`src/rtl/dma_bus_arbiter.sv`:
```
// ============================================================================
// Module   : dma_bus_arbiter
// Purpose  : Hands the bus from the 8088 CPU to one of four DMA channels for a
//            single-mode transfer, then gives it back to the CPU.
// Revision : 1.0 - initial release
// ============================================================================
`default_nettype none

module dma_bus_arbiter #(
    parameter int HOLD_SETTLE = 2,
    parameter int TIMEOUT     = 64
) (
    input  logic       clock,
    input  logic       reset_n,
    input  logic [3:0] dma_request,
    input  logic [3:0] channel_mask,
    input  logic       rotate_priority,
    input  logic       cpu_bus_idle,
    input  logic       processor_lock_n,
    input  logic       transfer_done,
    output logic [3:0] dma_acknowledge_n,
    output logic       address_enable_n,
    output logic       dma_wait_n,
    output logic [1:0] active_channel,
    output logic       timeout_pulse
);

    localparam int c_settle_w  = $clog2(HOLD_SETTLE + 1);
    localparam int c_timeout_w = $clog2(TIMEOUT + 1);

    typedef enum logic [2:0] {
        ST_IDLE    = 3'd0,
        ST_REQUEST = 3'd1,
        ST_SETTLE  = 3'd2,
        ST_GRANT   = 3'd3,
        ST_RELEASE = 3'd4
    } state_t;

    state_t                 state_q,      state_d;
    logic [c_settle_w-1:0]  settle_cnt_q, settle_cnt_d;
    logic [c_timeout_w-1:0] grant_cnt_q,  grant_cnt_d;
    logic [1:0]             ptr_q,        ptr_d;
    logic [1:0]             channel_q,    channel_d;
    logic                   timeout_q,    timeout_d;

    logic [3:0] w_req;
    logic [1:0] w_winner;

    assign w_req = dma_request & ~channel_mask;

    function automatic logic [1:0] pick_fixed(input logic [3:0] req);
        logic [1:0] win;
        win = 2'd0;
        for (int i = 3; i >= 0; i--) begin
            if (req[i]) win = 2'(i);
        end
        return win;
    endfunction

    // Scan upward from the pointer, wrapping 3 -> 0; first set bit wins.
    function automatic logic [1:0] pick_rotating(input logic [3:0] req,
                                                 input logic [1:0] ptr);
        logic [1:0] win;
        logic [1:0] idx;
        logic       found;
        win   = ptr;
        found = 1'b0;
        for (int i = 0; i < 4; i++) begin
            idx = ptr + 2'(i);
            if (!found && req[idx]) begin
                win   = idx;
                found = 1'b1;
            end
        end
        return win;
    endfunction

    always_comb begin
        w_winner = rotate_priority ? pick_rotating(w_req, ptr_q) : pick_fixed(w_req);
    end

    always_ff @(posedge clock or negedge reset_n) begin
        if (!reset_n) begin
            state_q      <= ST_IDLE;
            settle_cnt_q <= '0;
            grant_cnt_q  <= '0;
            ptr_q        <= 2'd0;
            channel_q    <= 2'd0;
            timeout_q    <= 1'b0;
        end else begin
            state_q      <= state_d;
            settle_cnt_q <= settle_cnt_d;
            grant_cnt_q  <= grant_cnt_d;
            ptr_q        <= ptr_d;
            channel_q    <= channel_d;
            timeout_q    <= timeout_d;
        end
    end

    always_comb begin
        state_d      = state_q;
        settle_cnt_d = settle_cnt_q;
        grant_cnt_d  = grant_cnt_q;
        ptr_d        = ptr_q;
        channel_d    = channel_q;
        timeout_d    = 1'b0;

        case (state_q)
            ST_IDLE: begin
                if (w_req != 4'b0000) state_d = ST_REQUEST;
            end
            ST_REQUEST: begin
                if (w_req == 4'b0000) begin
                    state_d = ST_IDLE;
                end else if (cpu_bus_idle && processor_lock_n) begin
                    channel_d    = w_winner;
                    settle_cnt_d = '0;
                    state_d      = ST_SETTLE;
                end
            end
            ST_SETTLE: begin
                // Winner is already latched, so request changes here are moot.
                if (settle_cnt_q == c_settle_w'(HOLD_SETTLE - 1)) begin
                    state_d     = ST_GRANT;
                    grant_cnt_d = '0;
                    if (rotate_priority) ptr_d = channel_q + 2'd1;
                end else begin
                    settle_cnt_d = settle_cnt_q + c_settle_w'(1);
                end
            end
            ST_GRANT: begin
                if (transfer_done) begin
                    state_d = ST_RELEASE;
                end else if (grant_cnt_q == c_timeout_w'(TIMEOUT - 1)) begin
                    state_d   = ST_RELEASE;
                    timeout_d = 1'b1;
                end else begin
                    grant_cnt_d = grant_cnt_q + c_timeout_w'(1);
                end
            end
            ST_RELEASE: begin
                state_d = ST_IDLE;
            end
            default: begin
                state_d = ST_IDLE;
            end
        endcase
    end

    // Outputs decode only registered state so reset clears them without a clock.
    always_comb begin
        dma_acknowledge_n = 4'b1111;
        address_enable_n  = 1'b1;
        dma_wait_n        = 1'b1;
        case (state_q)
            ST_REQUEST: begin
                dma_wait_n = 1'b0;
            end
            ST_SETTLE, ST_RELEASE: begin
                address_enable_n = 1'b0;
                dma_wait_n       = 1'b0;
            end
            ST_GRANT: begin
                dma_acknowledge_n = ~(4'b0001 << channel_q);
                address_enable_n  = 1'b0;
                dma_wait_n        = 1'b0;
            end
            default: begin
                dma_acknowledge_n = 4'b1111;
            end
        endcase
    end

    assign active_channel = channel_q;
    assign timeout_pulse  = timeout_q;

endmodule

`default_nettype wire

```
`config.mk`:
```
export PLATFORM = sky130hd
export DESIGN_NAME = dma_bus_arbiter
export DESIGN_NICKNAME = d
export VERILOG_FILES = /design/src/rtl/dma_bus_arbiter.sv
export SDC_FILE = /design/constraint.sdc
export NUM_CORES = 1
export LEC_CHECK = 0
export BUFFER_PORTS_ARGS = -buffer_cell sky130_fd_sc_hd__buf_4
export CORE_MARGIN = 2
export CORE_UTILIZATION = 40
export DETAILED_ROUTE_END_ITERATION = 7
export SLEW_MARGIN = 5
export SYNTH_ARGS = -nofsm -noshare
export SYNTH_HDL_FRONTEND = slang
export SYNTH_SLANG_ARGS = --single-unit
```
`constraint.sdc`:
```
create_clock -name clock -period 3.53 [get_ports clock]
set_input_delay 0 -clock clock [delete_from_list [all_inputs] [get_ports clock]]
set_output_delay 0 -clock clock [all_outputs]
set_load 0.05 [all_outputs]
```
Yosys cells after proc, flatten, opt, wreduce, memory -nomap -nowiden
Cells that the tools add are included.
W data, S select, Z words.
- $add $sub $neg: 6
- order comparisons: 4
- equality and inequality tests: 15
- shifts and indexed selects: 1
- muxes and demuxes: 40
- bitwise logic cells: 4
- reductions and logical operators: 19
- operator list (cell ; count):
    $mux W2 ; 11
    $mux W7 ; 3
    $mux W3 ; 6
    $ne A2 B2 Y1 const B ; 7
    $pmux W7 S2 ; 1
    $lt A2 B3 Y1 const B ; 4
    $mux W1 ; 12
    $pmux W3 S4 ; 1
    $reduce_and A4 Y1 ; 3
    $bmux W1 S2 ; 4
    $not A4 Y4 ; 2
    $add A7 B1 Y7 const B ; 1
    $eq A7 B6 Y1 const B ; 1
    $add A2 B1 Y2 const B ; 3
    $eq A3 B2 Y1 const B ; 2
    $ne A3 B3 Y1 const B ; 2
    $reduce_and A3 Y1 ; 2
    $add A2 B2 Y2 const B ; 2
    $and A4 B4 Y4 ; 1
    $logic_and A1 B1 Y1 ; 4
    $logic_not A4 Y1 ; 1
    $mux W4 ; 1
    $pmux W2 S2 ; 1
    $reduce_bool A2 Y1 ; 2
    other kinds (10) ; 12
- flip-flop bits (word level): 17
- output and inout bits: 9

Logic depth before layout (Yosys ltp)
- depth in word-level cells: 15
- depth in mapped cells: 7
- gate-level depth less buffers: 7

Least setup slack after synthesis
Ideal clock, no wire load.
- path kind: register -> register
- from: register settle_cnt_q[0]
- to: register grant_cnt_q[4]
- setup time: 0.095 ns
- arrival time: 1.554 ns
- required time: 3.435 ns
- setup slack: 1.881 ns
- stages on the path, launching flop included: 7
- path buffers: 0
- period minus slack after synthesis: 1.649 ns
- cells stage by stage: dfrtp_1 > ha_1 > nor4bb_4 > or4b_4 > nand2_1 > o21ai_0 > o31ai_1
- longest elaborated chain between the ends: 3
- RTL lines (element ; line ; text):
    start: declaration ; 40 ; logic [c_settle_w-1:0] settle_cnt_q, settle_cnt_d;
    start signal: assignment ; 92 ; settle_cnt_q <= settle_cnt_d;
    $eq A2 B1 Y1 ; 123 ; if (settle_cnt_q == c_settle_w'(HOLD_SETTLE - 1)) begin
    $ne A2 B2 Y1 (no line) ; - ;
    $reduce_and A4 Y1 (no line) ; - ;
    end signal: assignment ; 93 ; grant_cnt_q <= grant_cnt_d;
    end: declaration ; 41 ; logic [c_timeout_w-1:0] grant_cnt_q, grant_cnt_d;
No other way between the ends.
A chain may end at the register's enable or synchronous reset.

Worst setup path after layout
- from: register state_q[1]
- to: register grant_cnt_q[5]
- longest elaborated chain between the ends: 3
- RTL lines (element ; line ; text):
    start: declaration ; 39 ; state_t state_q, state_d;
    start signal: assignment ; 91 ; state_q <= state_d;
    $eq A3 B2 Y1 ; 108 ; case (state_q)
    $ne A2 B2 Y1 (no line) / $reduce_bool A2 Y1 (equally long branches) ; - ;
    $reduce_and A4 Y1 (no line) ; - ;
Several ways; a longest one is shown, not always the timed one.

==> impl_metrics.yaml <==
yosys:
  avgSynthCellArea_sq_um: 9.374
  synth_area_leaders: "dfrtp_1 (37%), ha_1 (6.6%), o21ai_0 (6.1%), nand2_1 (5.6%), nor2b_1 (3.8%)"
  async_reset_ff_share_pct: 100.0
  netlist_instances: 122
  synth_edf_count: 0
  seq_area_frac_synth_pct: 37.20
  synth-seq-cells: 17
  synth.distinct_cells: 41
  synth_warnings: 0
  synth_area_sq_mm: 0.001144
  netlist.area_leader.share_pct: 37.20
  yosys.area.top_type: "dfrtp_1"
  synth_nets: 142
  ys.flop_type: "dfrtp_1"
placement:
  port_buffers: 22
  post-place-ws_ps: 1683
  dp_cells: 171
  gp_congestion: 0.8558
  dp_hpwl_mm: 1.821
  place_area_sq_mm: 0.001313
floorplanning:
  row_count: 19
  die_area_sq_mm: 0.003303
  floorplan.initialDensity_pct: 41.83
  fp.dieH_um: 57.47
  die_x_um: 57.47
  io_pins: 23
  core_sq_mm: 0.002734
power:
  seqPwrFrac_pct: 39.2
  power.leakage_nw: 0.6210
  power_density_mw_per_mm2: 608.8
  finalPower_mw: 0.8280
  switchingPower_mw: 0.3830
  p_sw_share_pct: 46.26
  ir_worst_vdd_v: 0.0004028
  power_frac_clock_pct: 13.3
  p_int_mw: 0.4449
  combPwrFrac_pct: 47.5
outcome:
  status: "finished, final reports clean"
setup_path:
  arrival_ps: 2100
  cp_max_fo: 11
  crit_path_start_kind: "flop"
  crit_path_end_kind: "flop"
  cp.required_ps: 3770
  worstSetupPathType: "flop to flop"
timing:
  setup_tns_ps: 0
  layout_worst_path_cycle_share_pct: 52.74
  hold_ws_ps: 37.17
  clock_skew_ps: 8.448
  rsz0062_at_grt: "false"
  worst_pin_slew_ps: 372.3
  finalHoldViolCount: 0
  min_period_ps: 1862
  max_freq_mhz: 537.2
  slew_headroom_pct: 75.18
  report.final.slew_viol_count: 0
  finalSetupViolCount: 0
  fin_ws_ps: 1668
drt:
  first_pass_iters: 4
  drt-total-wl_mm: 2.381
  drc: 0
  ant_nets: 0
  via_count: 959
  wire_per_inst_um: 13.45
  vias_per_cell: 5.418
  drt_iter0_drc: 42
clock_tree:
  cts.sinks: 17
  cts_root_buffer: "clkbuf_4"
  post_cts_buffers: 0
  clk_pin_slew_ps: 110
  clockBufferDepth: 2
  htreeDepth: 1
  cts_made_buffers: 3
  clock_latency_ps: 300
  cts_tree: "yes"
finish:
  postLayoutCoreUtil_pct: 49.75
  synthToLayoutAreaGrowth_pct: 18.93
  final_common_cell: "buf_4"
  drive_gt1_share_pct: 23.97
  finalNonFillerCells: 177
  nNetsFinal: 167
  fill_cells: 256
  diodes: 0
  final_cell_mix: "buf_4 (22), nand2_1 (17), dfrtp_1 (17)"
  design_area_sq_mm: 0.001360
min_path:
  hp-class: "input pin to flop"
run:
  cap_violations: 0
global_routing:
  grt_pass1_vias: 834
  grt_pass1_wl_mm: 3.836
  antenna_found_initial: 0
  grt_overflow_total: 0
  grt_max_degree: 18
  globalRouteTotalUtil_pct: 15.15
==> sequential cells by signal, summed over array words and instances (netlist names) <==
register,count
active_channel,2
grant_cnt_q,7
ptr_q,2
settle_cnt_q,2
state_q,3
timeout_pulse,1
==> cells by family after synthesis <==
logic type	after synthesis	synth area share, %
mux	4	4.814
compound gates	30	16.41
buf+inv	7	4.047
xor+xnor	2	1.532
flops	17	37.20
simple gates	56	29.43
fa+ha+maj	6	6.564
==> synthesized netlist by cell type, types with 3 or more instances <==
cell / n
dfrtp_1: 17
nand2_1: 17
o21ai_0: 14
nor2_1: 8
nor2b_1: 7
ha_1: 6
a21oi_1: 4
nand2b_1: 4
nand3_1: 4
inv_1: 3
==> final timing paths <==
check | start | to | slack (ps) | cells past startpoint
max | state_q[1] | grant_cnt_q[5] | 1670 | 5
min | rotate_priority | active_channel[0] | 40 | 3
max in group asynchronous | reset_n | ptr_q[0] | 3250 | 2
max reg2reg | state_q[1] | grant_cnt_q[5] | 1670 | 5
min reg2reg | grant_cnt_q[6] | timeout_pulse | 480 | 1
min in group asynchronous | reset_n | state_q[2] | 80 | 2
==> critical path, stage by stage, from the launching register on <==
cell and delay, ps:
dfrtp_1 580, nor4bb_4 470, or4b_4 220, nand3_2 80
or3_1 310, a21oi_1 140
==> area by class of cell <==
type | instances | area, sq um | share of cell area (%)
multi-input combinational | 98 | 671.9 | 49.40
sequential | 17 | 425.4 | 31.28
timing repair buffer | 24 | 185.2 | 13.62
tap | 31 | 38.79 | 2.852
clock buffer | 3 | 22.52 | 1.656
inverter | 3 | 11.26 | 0.8280
clock inverter | 1 | 5.005 | 0.3680
==> timing repair <==
item	in CTS	in global routing
hold endpoints to repair	18	0
hold buffers	2	0
resized for setup	0	0
==> layer usage <==
layer  up-vias  global-route usage (%)  wire length (um)
li1        485                       -                 -
met1       447                   20.45              1146
met2        25                   24.03              1117
met3         2                   4.082                88
met4         0                   3.987                29
met5         -                       0                 0
==> power groups by stage <==
stage	Sequential (mW)	Clock (mW)	Combinational, mW
global route	0.336	0.122	0.433
global placement	0.324	0	0.392
finish	0.324	0.110	0.393
detailed placement	0.327	0	0.395
floorplan	0.319	0	0.317
CTS	0.323	0.113	0.398
(Power assumes the default switching activity.)
